===== config.mk =====
export PLATFORM = sky130hd
export DESIGN_NAME = iccm_boot_loader
export DESIGN_NICKNAME = d
export VERILOG_FILES = /design/src/rtl/iccm_boot_loader.sv
export SDC_FILE = /design/constraint.sdc
export NUM_CORES = 1
export LEC_CHECK = 0
export ABC_CLOCK_PERIOD_IN_PS = 2800
export BUFFER_PORTS_ARGS = -buffer_cell sky130_fd_sc_hd__buf_4
export CAP_MARGIN = 10
export CORE_MARGIN = 1.5
export CORE_UTILIZATION = 37
export CTS_CLUSTER_SIZE = 12
export DETAILED_ROUTE_END_ITERATION = 8
export HOLD_SLACK_MARGIN = 0.08
export PLACE_DENSITY_LB_ADDON = 0.1
export SYNTH_ARGS = -nofsm -noshare
export SYNTH_HDL_FRONTEND = slang
export SYNTH_SLANG_ARGS = --single-unit

===== constraint.sdc =====
create_clock -name clk_i -period 2.8 [get_ports clk_i]
set_input_delay 0.28 -clock clk_i [delete_from_list [all_inputs] [get_ports clk_i]]
set_output_delay 0.28 -clock clk_i [all_outputs]
set_load 0.03 [all_outputs]

===== src/rtl/iccm_boot_loader.sv =====
`default_nettype none
// ============================================================================
// Module   : iccm_boot_loader
// Purpose  : Receives a framed binary image from a UART byte stream and writes
//            it word-by-word into the ICCM. The core is held in reset while a
//            frame is loading and is released only after a good checksum.
//
//            Frame: MAGIC, LEN_LO, LEN_HI, LEN little-endian words, CSUM
//            (CSUM = XOR of all data bytes).
//
// Ports    : clk_i        system clock
//            rst_ni       asynchronous active-low reset
//            rx_valid_i   one-cycle strobe, rx_byte_i valid
//            rx_byte_i    received UART byte
//            we_o         ICCM write strobe, one cycle per word
//            addr_o       ICCM word address (held between writes)
//            wdata_o      ICCM write data (held between writes)
//            busy_o       frame in progress
//            core_rst_no  core reset request, active low
//            done_o       last frame loaded with good checksum (sticky)
//            err_o        last frame failed (sticky)
//
// Revision : 1.0 - initial release
// ============================================================================
module iccm_boot_loader #(
    parameter int unsigned        ADDR_W     = 12,
    parameter int unsigned        DATA_W     = 32,
    parameter logic [ADDR_W-1:0]  BASE_ADDR  = '0,
    parameter logic [7:0]         MAGIC      = 8'hA5,
    parameter int unsigned        TIMEOUT_CY = 1000000
) (
    input  logic              clk_i,
    input  logic              rst_ni,
    input  logic              rx_valid_i,
    input  logic [7:0]        rx_byte_i,
    output logic              we_o,
    output logic [ADDR_W-1:0] addr_o,
    output logic [DATA_W-1:0] wdata_o,
    output logic              busy_o,
    output logic              core_rst_no,
    output logic              done_o,
    output logic              err_o
);

    localparam int unsigned c_LANES     = DATA_W / 8;
    localparam int unsigned c_BC_W      = (c_LANES > 1) ? $clog2(c_LANES) : 1;
    localparam int unsigned c_TMO_W     = $clog2(TIMEOUT_CY + 1);
    localparam logic [32:0] c_MAX_WORDS = 33'd1 << ADDR_W;

    localparam logic [2:0] c_ST_IDLE   = 3'd0;
    localparam logic [2:0] c_ST_LEN_LO = 3'd1;
    localparam logic [2:0] c_ST_LEN_HI = 3'd2;
    localparam logic [2:0] c_ST_DATA   = 3'd3;
    localparam logic [2:0] c_ST_CSUM   = 3'd4;
    localparam logic [2:0] c_ST_DONE   = 3'd5;
    localparam logic [2:0] c_ST_ERR    = 3'd6;

    logic [2:0]        r_state,      w_state_nxt;
    logic [7:0]        r_len_lo,     w_len_lo_nxt;
    logic [15:0]       r_len,        w_len_nxt;
    logic [c_BC_W-1:0] r_byte_cnt,   w_byte_cnt_nxt;
    logic [15:0]       r_word_idx,   w_word_idx_nxt;
    logic [DATA_W-1:0] r_buf,        w_buf_nxt;
    logic [7:0]        r_csum,       w_csum_nxt;
    logic [c_TMO_W-1:0] r_tmo,       w_tmo_nxt;
    logic              r_we,         w_we_nxt;
    logic [ADDR_W-1:0] r_addr,       w_addr_nxt;
    logic [DATA_W-1:0] r_wdata,      w_wdata_nxt;
    logic              r_done,       w_done_nxt;
    logic              r_err,        w_err_nxt;
    logic              r_core_rst_n, w_core_rst_n_nxt;

    logic [15:0]       w_len_rx;
    logic              w_in_frame;
    logic              w_timeout;
    logic              w_last_lane;

    // ------------------------------------------------------------------------
    // State register
    // ------------------------------------------------------------------------
    always_ff @(posedge clk_i or negedge rst_ni) begin
        if (!rst_ni) begin
            r_state <= c_ST_IDLE;
        end else begin
            r_state <= w_state_nxt;
        end
    end

    // ------------------------------------------------------------------------
    // Datapath / output registers
    // ------------------------------------------------------------------------
    always_ff @(posedge clk_i or negedge rst_ni) begin
        if (!rst_ni) begin
            r_len_lo     <= '0;
            r_len        <= '0;
            r_byte_cnt   <= '0;
            r_word_idx   <= '0;
            r_buf        <= '0;
            r_csum       <= '0;
            r_tmo        <= '0;
            r_we         <= 1'b0;
            r_addr       <= '0;
            r_wdata      <= '0;
            r_done       <= 1'b0;
            r_err        <= 1'b0;
            r_core_rst_n <= 1'b1;
        end else begin
            r_len_lo     <= w_len_lo_nxt;
            r_len        <= w_len_nxt;
            r_byte_cnt   <= w_byte_cnt_nxt;
            r_word_idx   <= w_word_idx_nxt;
            r_buf        <= w_buf_nxt;
            r_csum       <= w_csum_nxt;
            r_tmo        <= w_tmo_nxt;
            r_we         <= w_we_nxt;
            r_addr       <= w_addr_nxt;
            r_wdata      <= w_wdata_nxt;
            r_done       <= w_done_nxt;
            r_err        <= w_err_nxt;
            r_core_rst_n <= w_core_rst_n_nxt;
        end
    end

    // ------------------------------------------------------------------------
    // Next-state and datapath logic
    // ------------------------------------------------------------------------
    always_comb begin
        w_state_nxt      = r_state;
        w_len_lo_nxt     = r_len_lo;
        w_len_nxt        = r_len;
        w_byte_cnt_nxt   = r_byte_cnt;
        w_word_idx_nxt   = r_word_idx;
        w_buf_nxt        = r_buf;
        w_csum_nxt       = r_csum;
        w_tmo_nxt        = r_tmo;
        w_we_nxt         = 1'b0;
        w_addr_nxt       = r_addr;
        w_wdata_nxt      = r_wdata;
        w_done_nxt       = r_done;
        w_err_nxt        = r_err;
        w_core_rst_n_nxt = r_core_rst_n;
        w_timeout        = 1'b0;

        w_len_rx    = {rx_byte_i, r_len_lo};
        w_last_lane = (r_byte_cnt == c_BC_W'(c_LANES - 1));
        w_in_frame  = (r_state == c_ST_LEN_LO) || (r_state == c_ST_LEN_HI) ||
                      (r_state == c_ST_DATA)   || (r_state == c_ST_CSUM);

        // Inter-byte timeout. It only counts idle cycles, so a byte arriving
        // in the cycle the limit would be hit always takes precedence.
        if (w_in_frame) begin
            if (rx_valid_i) begin
                w_tmo_nxt = '0;
            end else if (r_tmo == c_TMO_W'(TIMEOUT_CY - 1)) begin
                w_timeout = 1'b1;
                w_tmo_nxt = '0;
            end else begin
                w_tmo_nxt = r_tmo + 1'b1;
            end
        end

        case (r_state)
            c_ST_IDLE, c_ST_DONE, c_ST_ERR: begin
                if (rx_valid_i && (rx_byte_i == MAGIC)) begin
                    w_state_nxt      = c_ST_LEN_LO;
                    w_done_nxt       = 1'b0;
                    w_err_nxt        = 1'b0;
                    w_core_rst_n_nxt = 1'b0;
                    w_csum_nxt       = '0;
                    w_byte_cnt_nxt   = '0;
                    w_word_idx_nxt   = '0;
                    w_tmo_nxt        = '0;
                end
            end
            c_ST_LEN_LO: begin
                if (rx_valid_i) begin
                    w_len_lo_nxt = rx_byte_i;
                    w_state_nxt  = c_ST_LEN_HI;
                end
            end
            c_ST_LEN_HI: begin
                if (rx_valid_i) begin
                    w_len_nxt = w_len_rx;
                    if (w_len_rx == 16'd0) begin
                        w_state_nxt = c_ST_CSUM;
                    end else if ({17'd0, w_len_rx} > c_MAX_WORDS) begin
                        // Image would not fit; reject before touching the ICCM.
                        w_state_nxt = c_ST_ERR;
                        w_err_nxt   = 1'b1;
                    end else begin
                        w_state_nxt = c_ST_DATA;
                    end
                end
            end
            c_ST_DATA: begin
                if (rx_valid_i) begin
                    w_buf_nxt[{r_byte_cnt, 3'b000} +: 8] = rx_byte_i;
                    w_csum_nxt = r_csum ^ rx_byte_i;
                    if (w_last_lane) begin
                        w_we_nxt       = 1'b1;
                        w_addr_nxt     = BASE_ADDR + ADDR_W'(r_word_idx);
                        w_wdata_nxt    = w_buf_nxt;
                        w_byte_cnt_nxt = '0;
                        w_word_idx_nxt = r_word_idx + 16'd1;
                        if ((r_word_idx + 16'd1) == r_len) begin
                            w_state_nxt = c_ST_CSUM;
                        end
                    end else begin
                        w_byte_cnt_nxt = r_byte_cnt + 1'b1;
                    end
                end
            end
            c_ST_CSUM: begin
                if (rx_valid_i) begin
                    if (rx_byte_i == r_csum) begin
                        w_state_nxt      = c_ST_DONE;
                        w_done_nxt       = 1'b1;
                        w_core_rst_n_nxt = 1'b1;
                    end else begin
                        w_state_nxt = c_ST_ERR;
                        w_err_nxt   = 1'b1;
                    end
                end
            end
            default: begin
                w_state_nxt = c_ST_IDLE;
            end
        endcase

        // Timeout only fires on a cycle with no byte, so it never competes
        // with a byte-driven transition above.
        if (w_timeout) begin
            w_state_nxt = c_ST_ERR;
            w_err_nxt   = 1'b1;
        end
    end

    assign we_o        = r_we;
    assign addr_o      = r_addr;
    assign wdata_o     = r_wdata;
    assign busy_o      = w_in_frame;
    assign core_rst_no = r_core_rst_n;
    assign done_o      = r_done;
    assign err_o       = r_err;

endmodule
`default_nettype wire


# Word level (Yosys, flattened, before mapping)
# Index checks and enable logic that the tools add are counted.
dict set report classes {
  addsub 4
  n_lt_le_gt_ge 1
  eq_ne 26
  shifts 2
  n_mux 46
  n_bitwise 1
  n_reduce_logical 19
}
# op n
set op_table {}
lappend op_table {{two-way mux 20 bit} 5}
lappend op_table {{two-way mux 16 bit} 3}
lappend op_table {{bitwise mux 32 bit} 1}
lappend op_table {{one-hot mux 16 bit (2 select lines)} 1}
lappend op_table {{variable shift 8 x 7 -> 32 bit, first input constant} 1}
lappend op_table {{variable part select 8 x 7 -> 32 bit} 1}
lappend op_table {{two-way mux 3 bit} 10}
lappend op_table {{inequality test 3 bit, second input constant} 8}
lappend op_table {{adder 20 x 1 -> 20 bit, second input constant} 1}
lappend op_table {{equality test 20 bit, second input constant} 1}
lappend op_table {{adder 16 x 1 -> 16 bit, second input constant} 1}
lappend op_table {{equality test 16 bit} 1}
lappend op_table {{greater-than comparator 16 x 13 -> 1 bit, second input constant} 1}
lappend op_table {{logical NOT 16 bit} 1}
lappend op_table {{two-way mux 8 bit} 2}
lappend op_table {{one-hot mux 8 bit (2 select lines)} 1}
lappend op_table {{two-way mux 1 bit} 15}
lappend op_table {{one-hot mux 3 bit (5 select lines)} 1}
lappend op_table {{AND reduction 7 bit} 2}
lappend op_table {{equality test 3 bit, second input constant} 3}
lappend op_table {{equality test 8 bit} 1}
lappend op_table {{equality test 8 bit, second input constant} 1}
lappend op_table {{two-way mux 2 bit} 4}
lappend op_table {{inequality test 2 bit, second input constant} 4}
lappend op_table {{other kinds (20)} 29}
dict set report word_totals {
  register_bits 153
  input_bits 11
  output_inout_bits 49
  word_cells 113
}

# Longest topological paths before layout
# Gate-level depths: netlist of the first run.
dict set report logic_depth {
  word_depth 7
  depth_mapped 10
  ltp_nobuf 8
}

# Worst setup path before layout of the first run
# Ideal clock, no wire load.
dict set report synth_path {
  path_kind {register -> register}
  from {register r_word_idx[0]}
  to {register r_state[0]}
  setup_ns 0.136
  t_arrival_ns 2.176
  required_ns 2.664
  path_slack_ns 0.488
  stages_incl_launch_ff 9
  n_path_buf 0
  synth_period_minus_slack_ns 2.312
  path_cell_list {dfrtp_1 -> ha_1 -> nand3_2 -> nor4_1 -> and3_1 -> o221a_2 -> nand4_1 -> o31ai_1 -> a31oi_1}
}
dict set report synth_via {
  elab_chain_len 4
}
# item line_no
set synth_rtl {}
lappend synth_rtl {{start, declared} 62} ;# logic [15:0] r_word_idx, w_word_idx_nxt;
lappend synth_rtl {{start signal, assigned} 111} ;# r_word_idx <= w_word_idx_nxt;
lappend synth_rtl {{adder 16 x 1 -> 16 bit} 205} ;# if ((r_word_idx + 16'd1) == r_len) begin
lappend synth_rtl {{equality test 16 bit} 205}
lappend synth_rtl {{inequality test 3 x 2 -> 1 bit (no line)} -}
lappend synth_rtl {{AND reduction 7 bit (no line)} -}
lappend synth_rtl {{end signal, assigned} 83} ;# r_state <= c_ST_IDLE;
lappend synth_rtl {{end signal, assigned} 85} ;# r_state <= w_state_nxt;
lappend synth_rtl {{end, declared} 58} ;# logic [2:0] r_state, w_state_nxt;
# No other way between the ends.
# A chain may end at the register's enable or synchronous reset.

# Worst setup path in the final report of the first run
dict set report layout_path {
  from {register r_word_idx[1]}
  to {register r_state[0]}
}
# The elaborated chain is that of the path after synthesis.

==> results_dict.tcl, run 1 <==
set metrics [dict create \
    status "finished, final reports clean" \
    place_ws_ns 0.147 \
    fin_crit_sh_pct 92.9 \
    p_leak_nw 4.01 \
    numCtsBuffers 17 \
    cts_sinks 153 \
    finalMaxSlewViolations 0 \
    yosysWarnings 0 \
    wl_um 19000 \
    synthAdderAreaFrac_pct 1.35 \
    p_switching_mw 3.31 \
    grt-ovfl-total 0 \
    synth_compound_area_share_pct 16.2 \
    synth_top_area_share_pct 51.1 \
    async_flop_share_pct 100 \
    design_area_um2 8900 \
    crit_buf_inv 0 \
    yosys.area_share.simple_pct 18.7 \
    internal_power_mw 5.67 \
    netlist_area_um2 7440 \
    netlist_top_cells_count "dfrtp_1, nor2_1, nand2_1" \
    hold_viol 0 \
    numPortBuffers 59 \
    dieHeight_um 145 \
    rows 51 \
    finalSetupViolCount 0 \
    grtUsageTotal_pct 19.3 \
    p_total_mw 8.98 \
    drtAntennaViolNets 0 \
    layout.cells.non_filler 1096 \
    power_frac_comb_pct 34.9 \
    tightestPinTransition_ns 0.739 \
    skew_ns 0.00748 \
    end_kind "register" \
    synth-seq-area-share_pct 51.5 \
    dieArea_um2 21000 \
    syn_nets 780 \
    synth_edf_count 0 \
    nFillCells 1829 \
    cts_tree "yes" \
    setup_slack_ns 0.199 \
    grt_start_max_net_pins 77 \
    gp_congestion 0.869 \
    routedWlPerCell_um 17.4 \
    max_freq_ghz 0.384 \
    die_width_um 145 \
    rsz0062_at_grt "no" \
    drt_iter0_drc 336 \
    clk_latency_ns 0.42 \
    area_delta_synth_final_pct 19.7 \
    path_clk_slew_ns 0.06 \
    synth.most_common_cell "dfrtp_1" \
    io_pins 60 \
    antenna_found_initial 0 \
    avgSynthCellArea_um2 9.77 \
    synth_seq_cells 153 \
    drive_above_1_share_pct 18.8 \
    netlist_top_cells_area "dfrtp_1, nor2_1, nand2_1, a22o_1, a221oi_1" \
    setup_tns_ns 0 \
    syn_inst 761 \
    clkPwrFrac_pct 26.9 \
    post_cts_buffers 0 \
    sw_frac_of_total_pct 36.9 \
    crit_arrival_ns 2.88 \
    seqPwrFrac_pct 38.2 \
    core-area_um2 19600 \
    worst_setup_path_start_kind "register" \
    yosysUniqueCellTypes 57 \
    ctsHtreeMaxLevel 4 \
    initial_core_util_pct 38.0 \
    dp_cells 1065 \
    ir_drop_mv 0.487 \
    place_hpwl_um 12300 \
    muxShareOfSynthArea_pct 3.89 \
    path_cells "ha_1, nand3_2, nor4_2, and3_1, o221a_2, nand4_1, o31ai_2, a31oi_1" \
    grt_pass1_vias 5997 \
    finalNetCount 839 \
    dr.pass1.iters 5 \
    cp.required_ns 3.08 \
    synth_ff_type "dfrtp_1" \
    synth_top_family_by_area "simple AND/OR/NAND/NOR gates" \
    maxCapViolCount 0 \
    relSlewSlack_pct 50.8 \
    finalCriticalPeriod_ns 2.60 \
    synth_xor_area_share_pct 4.95 \
    power_density_nw_per_um2 1010 \
    drc 0 \
    grt_pass1_wl_um 31400 \
    cp_slowest_cell "dfrtp_1" \
    vias 6011 \
    n_antenna_cell 0 \
    crit_family "simple AND/OR/NAND/NOR gates" \
    cts_buffer_depth 2 \
    synth_top_area_cell "dfrtp_1" \
    worstPathMaxFanout 6 \
    hp-class "input pin to register" \
    cpPeakStageDelay_ns 0.43 \
    post_dp_cell_area_um2 8260 \
    vias_per_cell 5.48 \
    path_class "register to register" \
    cts-root-buf "clkbuf_16" \
]
==> path summary, 6_finish.rpt <==
path	to	slack [ns]	depth (start not counted)	start
max	r_state[0]	0.20	8	r_word_idx[1]
min	r_csum[6]	0.24	3	rx_byte_i[6]
max reg2reg	r_state[0]	0.20	8	r_word_idx[1]
min reg2reg	addr_o[0]	0.47	2	addr_o[0]
max in group asynchronous	r_tmo[15]	1.65	3	rst_ni
min in group asynchronous	wdata_o[24]	0.48	2	rst_ni
==> cells in the final DEF, fill, tap and decap left out, types with 12 or more instances in the layout <==
master,n
a22o_1,34
nand2_1,85
xor2_1,21
inv_1,13
clkbuf_16,17
nor3_1,18
nand3_1,16
nor2_1,115
o21ai_0,49
mux2_2,23
dfrtp_1,152
nand4_1,12
xnor2_1,21
buf_4,81
a221oi_1,32
and3_1,14
a21oi_1,16
==> timing repair <==
action	4_1_cts	5_1_grt
setup endpoints to repair	0	2
hold buffers	1	0
hold endpoints to repair	73	0
resized for setup	0	2
==> logic make-up (layout without fill, tap and decap cells) <==
family / after synthesis / after routing
muxes: 26 / 26
DFF: 153 / 153
buffers and inverters: 63 / 133
AOI/OAI and AO/OA: 169 / 169
and+or+nand+nor: 300 / 300
xor gates and xnor gates: 42 / 42
adders and majority gates: 8 / 8
==> flip-flops by register name, indices dropped and copies added, names as in the netlist <==
register	flops
core_rst_no	1
r_len_lo	8
r_csum	8
done_o	1
r_tmo	20
r_buf	32
r_len	16
err_o	1
wdata_o	32
we_o	1
r_state	3
addr_o	12
r_byte_cnt	2
r_word_idx	16
==> power groups by stage <==
stage          Combinational (mW)  Sequential [mW]  Clock, mW
2_1_floorplan                1.74             3.77          0
3_3_place_gp                 3.06             3.43          0
3_5_place_dp                 3.14             3.45          0
4_1_cts                      3.16             3.42       2.47
5_1_grt                      3.44             3.52       2.56
6_report                     3.13             3.43       2.42
==> routing by layer <==
layer	up-vias	GRT usage, %	part of all wire [%]
li1	2834	-	-
met4	0	7.23	2.0
met1	2994	26.2	47
met5	-	0	0
met2	154	31.1	47
met3	29	3.16	3.7
==> through the flow <==
step | utilization (%) | hold slack, ns
after detailed placement | 42.2 | 0.381
after CTS | 45.4 | 0.226
after floorplan | - | -0.0156
after global routing | 45.4 | 0.254
final | 45.4 | 0.242
after global placement | 42.2 | 0.369
==> cell type report <==
cell class	instances	area [µm²]	area share [%]
clock buffer	21	480	5.40
inverter	17	63.8	0.717
sequential	153	3830	43.0
clock inverter	9	138	1.55
multi-input combinational	545	3370	37.8
timing repair buffer	86	689	7.75
tap	265	332	3.73
==> worst reg2reg max path, stage by stage, from the launching register on <==
cell     delay [ns]
dfrtp_1        0.43
ha_1           0.29
nand3_2        0.14
nor4_2         0.41
and3_1         0.29
o221a_2        0.23
nand4_1        0.18
o31ai_2        0.34
a31oi_1        0.14
No activity file was read; power rests on OpenSTA's default activity.
==> run 2, diff against run 1 <==
- CORE_UTILIZATION: 37 -> 50
==> results_dict.tcl, run 2 (same netlist as run 1, synthesis figures left out) <==
set metrics [dict create \
    dr.pass1.iters 5 \
    fin_crit_sh_pct 92.0 \
    drc 0 \
    p_total_mw 8.76 \
    dieArea_um2 15600 \
    grt_pass1_vias 5887 \
    core-area_um2 14500 \
    routedWlPerCell_um 17.1 \
    maxCapViolCount 0 \
    dp_cells 979 \
    cts_buffer_depth 2 \
    drive_above_1_share_pct 18.2 \
    path_class "register to register" \
    rows 44 \
    finalSetupViolCount 0 \
    skew_ns 0.00856 \
    cp.required_ns 3.09 \
    cpPeakStageDelay_ns 0.48 \
    rsz0062_at_grt "no" \
    hold_viol 0 \
    finalCriticalPeriod_ns 2.57 \
    clkPwrFrac_pct 25.8 \
    vias_per_cell 5.90 \
    path_cells "ha_2, nand3_2, buf_4, xnor2_1, or3_1, a31oi_1, nand4_1, o31ai_2, a31oi_1" \
    cpMostUsedCell "a31oi_1" \
    finalMaxSlewViolations 0 \
    dieHeight_um 125 \
    cts_sinks 153 \
    hp-class "input pin to register" \
    grt_pass1_wl_um 29500 \
    sw_frac_of_total_pct 37.2 \
    layout.cells.non_filler 1012 \
    crit_arrival_ns 2.87 \
    p_leak_nw 3.96 \
    whs_path_depth 3 \
    cp_slowest_cell "dfrtp_1" \
    cts_tree "yes" \
    post_cts_buffers 0 \
    max_freq_ghz 0.388 \
    power_frac_comb_pct 34.8 \
    internal_power_mw 5.50 \
    end_kind "register" \
    relSlewSlack_pct 45.2 \
    antenna_found_initial 0 \
    n_antenna_cell 0 \
    design_area_um2 8720 \
    r2r_slack_ns 0.23 \
    finalNetCount 834 \
    hp-start "rx_byte_i[6]" \
    ir_drop_mv 0.538 \
    die_width_um 125 \
    final_common_cell "dfrtp_1" \
    gp_congestion 0.866 \
    grtUsageTotal_pct 23.3 \
    hold_slack_ns 0.212 \
    setup_tns_ns 0 \
    area_delta_synth_final_pct 17.2 \
    rr_endpoint "r_state[0]" \
    nFillCells 1239 \
    drt_iter0_drc 539 \
    numCtsBuffers 17 \
    layout_common_cells "dfrtp_1, nor2_1, nand2_1" \
    drtAntennaViolNets 0 \
    grt_start_max_net_pins 66 \
    hold_end "r_csum[6]" \
    cts-root-buf "clkbuf_16" \
    power_density_nw_per_um2 1010 \
    multiInputGateArea_um2 3380 \
    p_switching_mw 3.26 \
    worst_setup_path_start_kind "register" \
    io_pins 60 \
    initial_core_util_pct 51.2 \
    seq_area_um2 3830 \
    clk_latency_ns 0.43 \
    path_clk_slew_ns 0.06 \
    reg2reg_depth 9 \
    place_hpwl_um 11500 \
    vias 5973 \
    numPortBuffers 59 \
    tightestPinTransition_ns 0.822 \
    post_dp_cell_area_um2 8100 \
    r2r-start "r_word_idx[0]" \
    worstPathMaxFanout 8 \
    status "finished, final reports clean" \
    place_ws_ns 0.195 \
    grt-ovfl-total 0 \
    ctsHtreeMaxLevel 4 \
    seqPwrFrac_pct 39.4 \
    wl_um 17300 \
    final_core_util_pct 60.0 \
    setup_slack_ns 0.225 \
]
==> run 2: worst max-delay path: cells and delay by family, from the launching register on <==
kind / cells / cell delay [ns]
fa+ha+maj: 1 / 0.29
compound gates: 3 / 0.62
xor+xnor: 1 / 0.15
simple gates: 3 / 0.70
buf+inv: 1 / 0.19
flops: 1 / 0.48
==> run 2: repair_timing <==
| item | in CTS | in global routing |
|---|---|---|
| gates resized for setup | 0 | 5 |
| endpoints found under the hold margin | 57 | 0 |
| hold buffers | 1 | 0 |
| setup endpoints to repair | 0 | 2 |
==> run 2: layout make-up <==
type,count,area share (%)
timing repair buffer,81,7.19
tap,184,2.64
sequential,153,43.9
clock buffer,22,5.33
multi-input combinational,545,38.8
clock inverter,10,1.36
inverter,17,0.732
==> run 2: power by group through the flow <==
| stage | logic [mW] | registers [mW] | clock network, mW |
|---|---|---|---|
| 5_1_grt | 3.34 | 3.55 | 2.38 |
| 4_1_cts | 3.04 | 3.45 | 2.30 |
| 6_report | 3.05 | 3.45 | 2.26 |
| 2_1_floorplan | 1.74 | 3.77 | 0 |
| 3_3_place_gp | 2.95 | 3.44 | 0 |
| 3_5_place_dp | 3.03 | 3.48 | 0 |
==> run 2: layer usage <==
layer  GRT usage [%]  vias up  part of all wire, %
li1                -     2829                    -
met1            33.1     2937                   47
met2            36.1      183                   46
met3            4.41       24                  5.1
met4            8.42        0                  1.7
met5               0        -                    0
==> run 2: worst max path at each step <==
stage                              from    endpoint  slack (ns)  cells after the start
after CTS                 r_word_idx[0]  r_state[0]        0.17                      8
after detailed placement  r_word_idx[0]  r_state[0]        0.20                      8
after global routing      r_word_idx[0]  r_state[0]        0.02                      9
after global placement    r_word_idx[0]  r_state[0]        0.33                      8
after floorplan           r_word_idx[0]  r_state[0]        0.49                      8
final                     r_word_idx[0]  r_state[0]        0.23                      9
